`config.mk`:
```
export PLATFORM = sky130hd
export DESIGN_NAME = motor_ramp_sequencer_flat
export DESIGN_NICKNAME = d
export VERILOG_FILES = /design/src/rtl/motor_ramp_sequencer_if.sv /design/src/rtl/motor_ramp_sequencer.sv /design/src/flat_wrapper.sv
export SDC_FILE = /design/constraint.sdc
export NUM_CORES = 1
export LEC_CHECK = 0
export CORE_ASPECT_RATIO = 1.75
export CORE_MARGIN = 5
export CORE_UTILIZATION = 40
export CTS_CLUSTER_SIZE = 24
export DETAILED_ROUTE_END_ITERATION = 10
export PLACE_DENSITY = 0.6
export REMOVE_ABC_BUFFERS = 1
export SYNTH_ARGS = -nofsm -noshare
export SYNTH_HDL_FRONTEND = slang
export SYNTH_SLANG_ARGS = --single-unit
```
`constraint.sdc`:
```
create_clock -name clk -period 6.5 [get_ports clk]
set_clock_uncertainty 0.2 [all_clocks]
set_input_delay 1.95 -clock clk [delete_from_list [all_inputs] [get_ports clk]]
set_output_delay 1.95 -clock clk [all_outputs]
set_load 0.03 [all_outputs]
```
`src/rtl/motor_ramp_sequencer_if.sv`:
```
`default_nettype none
// ============================================================================
//  Module      : motor_ramp_sequencer_if
//  Description : Command handshake and drive-output bundle between a command
//                source (master) and the motor ramp sequencer (slave).
//  Revision    : 1.0 - initial release
// ============================================================================
interface motor_ramp_sequencer_if;
    // Command channel
    logic       cmd_valid;
    logic       cmd_ready;
    logic [3:0] cmd_duty;
    logic [1:0] cmd_dir;
    logic       estop;

    // Drive and status outputs
    logic [3:0] duty_out;
    logic [1:0] dir_out;
    logic       busy;
    logic [1:0] state_out;

    modport master (
        output cmd_valid, cmd_duty, cmd_dir, estop,
        input  cmd_ready, duty_out, dir_out, busy, state_out
    );

    modport slave (
        input  cmd_valid, cmd_duty, cmd_dir, estop,
        output cmd_ready, duty_out, dir_out, busy, state_out
    );
endinterface
`default_nettype wire

```
`src/rtl/motor_ramp_sequencer.sv`:
```
`default_nettype none
// ============================================================================
//  Module      : motor_ramp_sequencer
//  Description : Soft-start / soft-stop sequencer for an H-bridge motor. Ramps
//                the duty step one unit every RAMP_DIV cycles toward a commanded
//                target, inserts a DEAD_CYC off period before any reversal or
//                stop, and supports a level-sensitive emergency stop.
//  Revision    : 1.0 - initial release
// ============================================================================
module motor_ramp_sequencer #(
    parameter int RAMP_DIV = 10_000_000,
    parameter int DEAD_CYC = 20_000_000
) (
    input  logic                   clk,
    input  logic                   reset,
    motor_ramp_sequencer_if.slave  bus
);

    // Counter widths, never narrower than one bit
    localparam int c_PRESC_W = (RAMP_DIV > 1) ? $clog2(RAMP_DIV) : 1;
    localparam int c_DEAD_W  = (DEAD_CYC > 1) ? $clog2(DEAD_CYC) : 1;

    localparam logic [c_PRESC_W-1:0] c_PRESC_LAST = c_PRESC_W'(RAMP_DIV - 1);
    localparam logic [c_DEAD_W-1:0]  c_DEAD_LAST  = c_DEAD_W'(DEAD_CYC - 1);
    localparam logic [c_PRESC_W-1:0] c_PRESC_ONE  = c_PRESC_W'(1);
    localparam logic [c_DEAD_W-1:0]  c_DEAD_ONE   = c_DEAD_W'(1);

    localparam logic [3:0] c_DUTY_MAX = 4'd9;
    localparam logic [1:0] c_DIR_OFF  = 2'b00;
    localparam logic [1:0] c_DIR_FWD  = 2'b01;
    localparam logic [1:0] c_DIR_REV  = 2'b10;

    typedef enum logic [1:0] {
        S_IDLE = 2'b00,
        S_RAMP = 2'b01,
        S_DEAD = 2'b10,
        S_HOLD = 2'b11
    } state_t;

    // Registered state
    state_t                 r_state;
    logic [3:0]             r_duty;
    logic [1:0]             r_dir;
    logic [3:0]             r_tgt_duty;
    logic [1:0]             r_tgt_dir;
    logic [c_PRESC_W-1:0]   r_presc;
    logic [c_DEAD_W-1:0]    r_dead;

    // Next-state values
    state_t                 w_state_nxt;
    logic [3:0]             w_duty_nxt;
    logic [1:0]             w_dir_nxt;
    logic [3:0]             w_tgt_duty_nxt;
    logic [1:0]             w_tgt_dir_nxt;
    logic [c_PRESC_W-1:0]   w_presc_nxt;
    logic [c_DEAD_W-1:0]    w_dead_nxt;

    // Decoded command and ramp helpers
    logic                   w_cmd_ready;
    logic                   w_accept;
    logic [3:0]             w_cmd_duty;
    logic [1:0]             w_cmd_dir;
    logic [3:0]             w_eff_tgt;
    logic [3:0]             w_step_duty;

    // Ready only in the settled states and never during an emergency stop
    assign w_cmd_ready = ((r_state == S_IDLE) || (r_state == S_HOLD)) && !bus.estop;
    assign w_accept    = bus.cmd_valid && w_cmd_ready;

    // Clamp the requested duty; a zero duty or a non-drive code means "stop"
    assign w_cmd_duty = (bus.cmd_duty > c_DUTY_MAX) ? c_DUTY_MAX : bus.cmd_duty;
    assign w_cmd_dir  = (((bus.cmd_dir == c_DIR_FWD) || (bus.cmd_dir == c_DIR_REV))
                         && (w_cmd_duty != 4'd0)) ? bus.cmd_dir : c_DIR_OFF;

    // While the bridge points the wrong way, ramp toward zero first
    assign w_eff_tgt   = (r_tgt_dir != r_dir) ? 4'd0 : r_tgt_duty;
    assign w_step_duty = (r_duty < w_eff_tgt) ? (r_duty + 4'd1) :
                         (r_duty > w_eff_tgt) ? (r_duty - 4'd1) : r_duty;

    // State and datapath registers with asynchronous reset
    always_ff @(posedge clk or posedge reset) begin
        if (reset) begin
            r_state    <= S_IDLE;
            r_duty     <= 4'd0;
            r_dir      <= c_DIR_OFF;
            r_tgt_duty <= 4'd0;
            r_tgt_dir  <= c_DIR_OFF;
            r_presc    <= '0;
            r_dead     <= '0;
        end else begin
            r_state    <= w_state_nxt;
            r_duty     <= w_duty_nxt;
            r_dir      <= w_dir_nxt;
            r_tgt_duty <= w_tgt_duty_nxt;
            r_tgt_dir  <= w_tgt_dir_nxt;
            r_presc    <= w_presc_nxt;
            r_dead     <= w_dead_nxt;
        end
    end

    // Next-state, ramp stepping and dead-time sequencing
    always_comb begin
        w_state_nxt    = r_state;
        w_duty_nxt     = r_duty;
        w_dir_nxt      = r_dir;
        w_tgt_duty_nxt = r_tgt_duty;
        w_tgt_dir_nxt  = r_tgt_dir;
        w_presc_nxt    = r_presc;
        w_dead_nxt     = r_dead;

        if (bus.estop) begin
            w_state_nxt    = S_IDLE;
            w_duty_nxt     = 4'd0;
            w_dir_nxt      = c_DIR_OFF;
            w_tgt_duty_nxt = 4'd0;
            w_tgt_dir_nxt  = c_DIR_OFF;
            w_presc_nxt    = '0;
            w_dead_nxt     = '0;
        end else begin
            unique case (r_state)
                S_IDLE: begin
                    // A stop request while already stopped is a no-op; a drive
                    // request needs no dead time because the bridge is off
                    if (w_accept && (w_cmd_dir != c_DIR_OFF)) begin
                        w_tgt_duty_nxt = w_cmd_duty;
                        w_tgt_dir_nxt  = w_cmd_dir;
                        w_dir_nxt      = w_cmd_dir;
                        w_presc_nxt    = '0;
                        w_state_nxt    = S_RAMP;
                    end
                end

                S_HOLD: begin
                    if (w_accept && !((w_cmd_dir == r_dir) && (w_cmd_duty == r_duty))) begin
                        w_tgt_duty_nxt = w_cmd_duty;
                        w_tgt_dir_nxt  = w_cmd_dir;
                        w_presc_nxt    = '0;
                        w_state_nxt    = S_RAMP;
                    end
                end

                S_RAMP: begin
                    if (r_presc == c_PRESC_LAST) begin
                        w_presc_nxt = '0;
                        w_duty_nxt  = w_step_duty;
                        if ((r_tgt_dir == r_dir) && (w_step_duty == r_tgt_duty)) begin
                            w_state_nxt = S_HOLD;
                        end else if ((r_tgt_dir != r_dir) && (w_step_duty == 4'd0)) begin
                            // Fully spun down: release the bridge before reversing
                            w_dir_nxt   = c_DIR_OFF;
                            w_dead_nxt  = '0;
                            w_state_nxt = S_DEAD;
                        end
                    end else begin
                        w_presc_nxt = r_presc + c_PRESC_ONE;
                    end
                end

                S_DEAD: begin
                    if (r_dead == c_DEAD_LAST) begin
                        w_dead_nxt = '0;
                        if (r_tgt_dir == c_DIR_OFF) begin
                            w_state_nxt = S_IDLE;
                        end else begin
                            w_dir_nxt   = r_tgt_dir;
                            w_presc_nxt = '0;
                            w_state_nxt = S_RAMP;
                        end
                    end else begin
                        w_dead_nxt = r_dead + c_DEAD_ONE;
                    end
                end

                default: begin
                    w_state_nxt = S_IDLE;
                end
            endcase
        end
    end

    assign bus.cmd_ready = w_cmd_ready;
    assign bus.duty_out  = r_duty;
    assign bus.dir_out   = r_dir;
    assign bus.busy      = (r_state == S_RAMP) || (r_state == S_DEAD);
    assign bus.state_out = r_state;

endmodule
`default_nettype wire
```
`src/flat_wrapper.sv`:
```
// flat-port wrapper written by rule: the top's interface ports become plain ports
module motor_ramp_sequencer_flat 
#(
    parameter int RAMP_DIV = 10_000_000,
    parameter int DEAD_CYC = 20_000_000
)
  (clk, reset, bus_cmd_valid, bus_cmd_duty, bus_cmd_dir, bus_estop, bus_cmd_ready, bus_duty_out, bus_dir_out, bus_busy, bus_state_out);
  motor_ramp_sequencer_if bus_i ();
  input  logic clk;
  input  logic reset;
  input wire logic [$bits(bus_i.cmd_valid)-1:0] bus_cmd_valid;
  input wire logic [$bits(bus_i.cmd_duty)-1:0] bus_cmd_duty;
  input wire logic [$bits(bus_i.cmd_dir)-1:0] bus_cmd_dir;
  input wire logic [$bits(bus_i.estop)-1:0] bus_estop;
  output wire logic [$bits(bus_i.cmd_ready)-1:0] bus_cmd_ready;
  output wire logic [$bits(bus_i.duty_out)-1:0] bus_duty_out;
  output wire logic [$bits(bus_i.dir_out)-1:0] bus_dir_out;
  output wire logic [$bits(bus_i.busy)-1:0] bus_busy;
  output wire logic [$bits(bus_i.state_out)-1:0] bus_state_out;
  assign bus_i.cmd_valid = bus_cmd_valid;
  assign bus_i.cmd_duty = bus_cmd_duty;
  assign bus_i.cmd_dir = bus_cmd_dir;
  assign bus_i.estop = bus_estop;
  assign bus_cmd_ready = bus_i.cmd_ready;
  assign bus_duty_out = bus_i.duty_out;
  assign bus_dir_out = bus_i.dir_out;
  assign bus_busy = bus_i.busy;
  assign bus_state_out = bus_i.state_out;
  motor_ramp_sequencer #(.RAMP_DIV(RAMP_DIV), .DEAD_CYC(DEAD_CYC)) u_core (.clk(clk), .reset(reset), .bus(bus_i));
endmodule
```
Word level (Yosys, flattened, before mapping). Cells that the tools add are included.

Reductions and logical operators: 29. Equal/unequal tests: 20. Add/subtract/negate cells: 4. $lt $le $gt $ge: 3. Mux-type cells: 45.

Operators with widths (count): $mux 24 (6); $mux 25 (5); $pmux 24 s4 (1); $pmux 25 s2 (1); $mux 4 (10); $mux 2 (17); $add 25x1->25 const B (1); $eq 25x25->1 const B (1); $add 24x1->24 const B (1); $eq 24x24->1 const B (1); $ne 3x3->1 const B (4); $ne 3x2->1 const B (3); $eq 4x4->1 (2); $logic_and 1x1->1 (8); $pmux 2 s4 (1); $pmux 4 s2 (1); $reduce_and 4->1 (2); $reduce_bool 4->1 (2); $reduce_and 7->1 (1); $eq 2x2->1 const B (3); $pmux 2 s3 (1); $reduce_bool 2->1 (3); $reduce_bool 3->1 (2); $reduce_and 5->1 (1); other kinds (17) (23).

Output and inout port bits: 10. Word-level logic and storage cells: 108. Input port bits: 10. Register bits after elaboration: 63.

Logic depth before layout (Yosys ltp).
Depth in word-level cells: 12. Mapped depth: 13.

Worst setup path after synthesis. Ideal clock, no wire load.

Kind: in2out. From: input port bus_estop. To: output port bus_cmd_ready. Buffers on the path: 2. Stages on the path: 3. Setup slack: 1592 ps. Required time: 4350 ps. Arrival time: 2758 ps. Path through: clkbuf_1 clkbuf_1 nor2_1.

Cells in the longest elaborated chain, start to end: 2.

Ends and longest elaborated chain: from (decl) (RTL line flat_wrapper.sv:14) `input wire logic [$bits(bus_i.estop)-1:0] bus_estop;`; $logic_not 1->1 (RTL line motor_ramp_sequencer.sv:67) `assign w_cmd_ready = ((r_state == S_IDLE) || (r_state == S_HOLD)) && !bus.estop;`; $logic_and 1x1->1 (RTL line motor_ramp_sequencer.sv:67); to (decl) (RTL line flat_wrapper.sv:15) `output wire logic [$bits(bus_i.cmd_ready)-1:0] bus_cmd_ready;`.

No other way between the ends.

Worst setup path in the final report. Same ends and word-level chain as after synthesis.

==> flow_summary_export.csv <==
group,metric,value,unit
outcome,status,"finished, final reports clean",
worst_setup_path,worst-path-buf-inv,2,
pwr,pwr_density_cell,342,nW/um^2
place,io_buffers,19,
worst_setup_path,critPathKind,"primary input to output pin",
synth,synth-xor-area-share,0.0353,
sta,hold_viol_final,0,
clock_tree,path_clk_slew,0.05,ns
layout,utilization,0.466,
global_routing,grt_pass1_wl,20100,microns
sta,clock.fmax,188,MHz
synth,synthMuxAreaShare,0.0198,
worst_setup_path,slowest_delay,0.68,ns
sta,slew_headroom,0.277,
layout,fillers,1060,
run,maxCapViolations,0,
layout,fin_area,4990,sq um
floorplanning,fp.coreArea,10700,sq um
floorplanning,ios,20,
place,place_congestion,0.884,
drt,vias,4065,
layout,nets,561,
synth,syn_inst,523,
worst_hold_path,hp-class,"register to register",
synth,netlist_area,4360,sq um
global_routing,grt_use_met3,0.0283,
floorplanning,dieArea,13200,sq um
drt,first_pass_iters,4,
drt,viasPerCell,6.03,
synth,synth_edf_count,0,
global_routing,grt_use_met1,0.213,
synth,synthArstFlopShare,1.00,
synth,ys_top_cells_by_area,"dfrtp_1 (36%), nor2_1 (4.4%), nand2_1 (4.2%)",
drt,ant_nets,0,
pwr,p_leak,1.96,nW
clock_tree,clkSinkCount,63,
synth,synth_fa_ha_area_frac,0.0344,
sta,worst_slack,1.19,ns
clock_tree,cts_inserted_buffers,9,
sta,slew_violations,0,
global_routing,grt-ovfl-total,0,
global_routing,antenna_found_initial,0,
synth,synth_compound_area_frac,0.208,
drt,totalWireLength,11600,microns
sta,setup_viol,0,
layout,layout-drive-gt1-share,0.0717,
layout,area_growth,14.4,%
layout,diodes,0,
place,place_area,4680,sq um
clock_tree,ctsHtreeMaxLevel,3,
synth,synth_seq_area_share,0.361,
layout,seq_area,1580,sq um
worst_setup_path,crit_path_end_kind,"output pin",
synth,synth_top_flop_cell,"dfrtp_1",
clock_tree,cts_tree,"done",
drt,drc,0,
sta,min_period,5.31,ns
floorplanning,fp.dieH,148,microns
synth,ys_seq_elements,63,
synth,yosysUniqueCellTypes,58,
drt,drt_iter0_drc,243,
clock_tree,clkLatencyLatePin,0.33,ns
worst_setup_path,crit_arrival,3.16,ns
drt,wl_per_cell,17.2,microns
sta,hold_ws,0.305,ns
global_routing,grt.busiest_layer,"met2",
clock_tree,cts_hold_buf,0,
synth,yosys.area.top_type,"dfrtp_1",
sta,grt_setup_unrepaired,"no",
worst_setup_path,slowest_stage,"clkdlybuf4s50_1",
place,place_ws,1.19,ns
worst_setup_path,cp_top_family,"buffers and inverters",
clock_tree,clock-root-buffer,"clkbuf_16",
synth,synth-simple-area-share,0.303,
global_routing,grt_start_max_net_pins,39,
sta,post-route-period-util,0.816,
synth,syn_avg_cell_area,8.34,sq um
floorplanning,die_x,88.9,microns
synth,synth_top_family_by_area,"simple AND/OR/NAND/NOR gates",
sta,worst_pin_slew,1.08,ns
worst_setup_path,critical_path.most_common_cell,"clkdlybuf4s50_1",
worst_setup_path,cp_data_required_time,4.35,ns
pwr,ir_drop,0.260,mV
layout,multi_input_area,2630,sq um
worst_setup_path,crit_chain,"clkdlybuf4s50_1, nor2_1, clkdlybuf4s50_1",
worst_setup_path,cp_max_fo,2,
global_routing,grt_use_total,0.191,
clock_tree,cts_resized,0,
synth,ys_warn_count,0,
clock_tree,cts.path.max_buffers,2,
global_routing,grt_util_met2,0.347,
sta,tns,0,ns
floorplanning,start_util,0.408,
worst_setup_path,worstSetupStartpointType,"primary input",
floorplanning,rows,50,
global_routing,grt_pass1_vias,4142,
place,dpl.hpwl,8420,microns
synth,synth_top_area_frac,0.361,
clock_tree,post_cts_buffers,0,
synth_stat cells (4+ instances only):
| cell type | count |
|---|---|
| o21ai_0 | 35 |
| nor3_1 | 15 |
| o31ai_1 | 10 |
| or4_1 | 12 |
| a31oi_1 | 5 |
| clkbuf_1 | 13 |
| and2_1 | 4 |
| nor3b_1 | 4 |
| or3_1 | 14 |
| dfrtp_1 | 63 |
| nand2_1 | 49 |
| a211oi_1 | 4 |
| a21oi_1 | 25 |
| o211ai_1 | 11 |
| or2_2 | 4 |
| a22o_1 | 15 |
| and3_1 | 9 |
| nor2_1 | 51 |
| nand3_1 | 28 |
| o22ai_1 | 10 |
| nor4b_1 | 4 |
| buf_2 | 6 |
| xnor2_1 | 6 |
| inv_1 | 21 |
| nand4_1 | 16 |
| ha_1 | 12 |
| mux2_2 | 5 |
| xor2_1 | 9 |
| nand2b_1 | 8 |
| nor4_1 | 7 |
final timing paths:
path | end | cells past startpoint | start | slack (ns)
max in group asynchronous | u_core.r_presc[5] | 3 | reset | 3.30
max | bus_cmd_ready | 3 | bus_estop | 1.19
min | u_core.r_dead[0] | 1 | u_core.r_dead[0] | 0.30
min reg2reg | u_core.r_dead[0] | 1 | u_core.r_dead[0] | 0.30
max reg2reg | u_core.r_dead[8] | 11 | u_core.bus.dir_out[1] | 1.86
min in group asynchronous | u_core.r_dead[3] | 2 | reset | 1.92
through the flow:
stage	std cells	power [mW]
2_1_floorplan	503	0.992
5_1_grt	674	1.82
4_1_cts	674	1.73
6_report	674	1.71
3_3_place_gp	658	1.21
3_5_place_dp	658	1.22
registers in the layout (all words and copies together) (netlist names):
signal / cells
u_core.r_dead: 25
u_core.r_presc: 24
u_core.bus.duty_out: 4
u_core.r_tgt_duty: 4
u_core.bus.dir_out: 2
u_core.bus.state_out: 2
u_core.r_tgt_dir: 2
cell families after synthesis:
group	Yosys count
xor gates and xnor gates	16
adders and majority gates	12
muxes	8
AOI/OAI and AO/OA	137
and+or+nand+nor	246
DFF	63
buffers and inverters	41
where the power goes:
| group | switching, mW | leakage [nW] | internal [mW] |
|---|---|---|---|
| combinational | 0.473 | 0.935 | 0.276 |
| clock | 0.168 | 0.156 | 0.327 |
| sequential | 0.0426 | 0.871 | 0.422 |
| total | 0.684 | 1.96 | 1.02 |
cell type report:
type,count,share of cell area
timing repair buffer,25,0.0471
sequential,63,0.316
inverter,21,0.0158
clock buffer,13,0.0542
tap,130,0.0326
clock inverter,3,0.00802
multi-input combinational,419,0.526
layer usage:
layer | share of wire | wire [microns]
met1 | 0.40 | 4620
met2 | 0.57 | 6560
met3 | 0.019 | 223
met4 | 0.016 | 186
met5 | 0 | 0
placed cells by master, fill, tap and decap left out, types with 11 or more instances in the layout:
cell,n
a22o_1,15
clkdlybuf4s50_1,19
or3_1,14
nand2_1,49
nand4_1,16
or4_1,12
a21oi_1,25
o21ai_0,35
ha_1,12
nor2_1,51
inv_1,20
nand3_1,28
dfrtp_1,63
nor3_1,15
o211ai_1,11
Note: power is estimated with default switching activity, not from simulation.
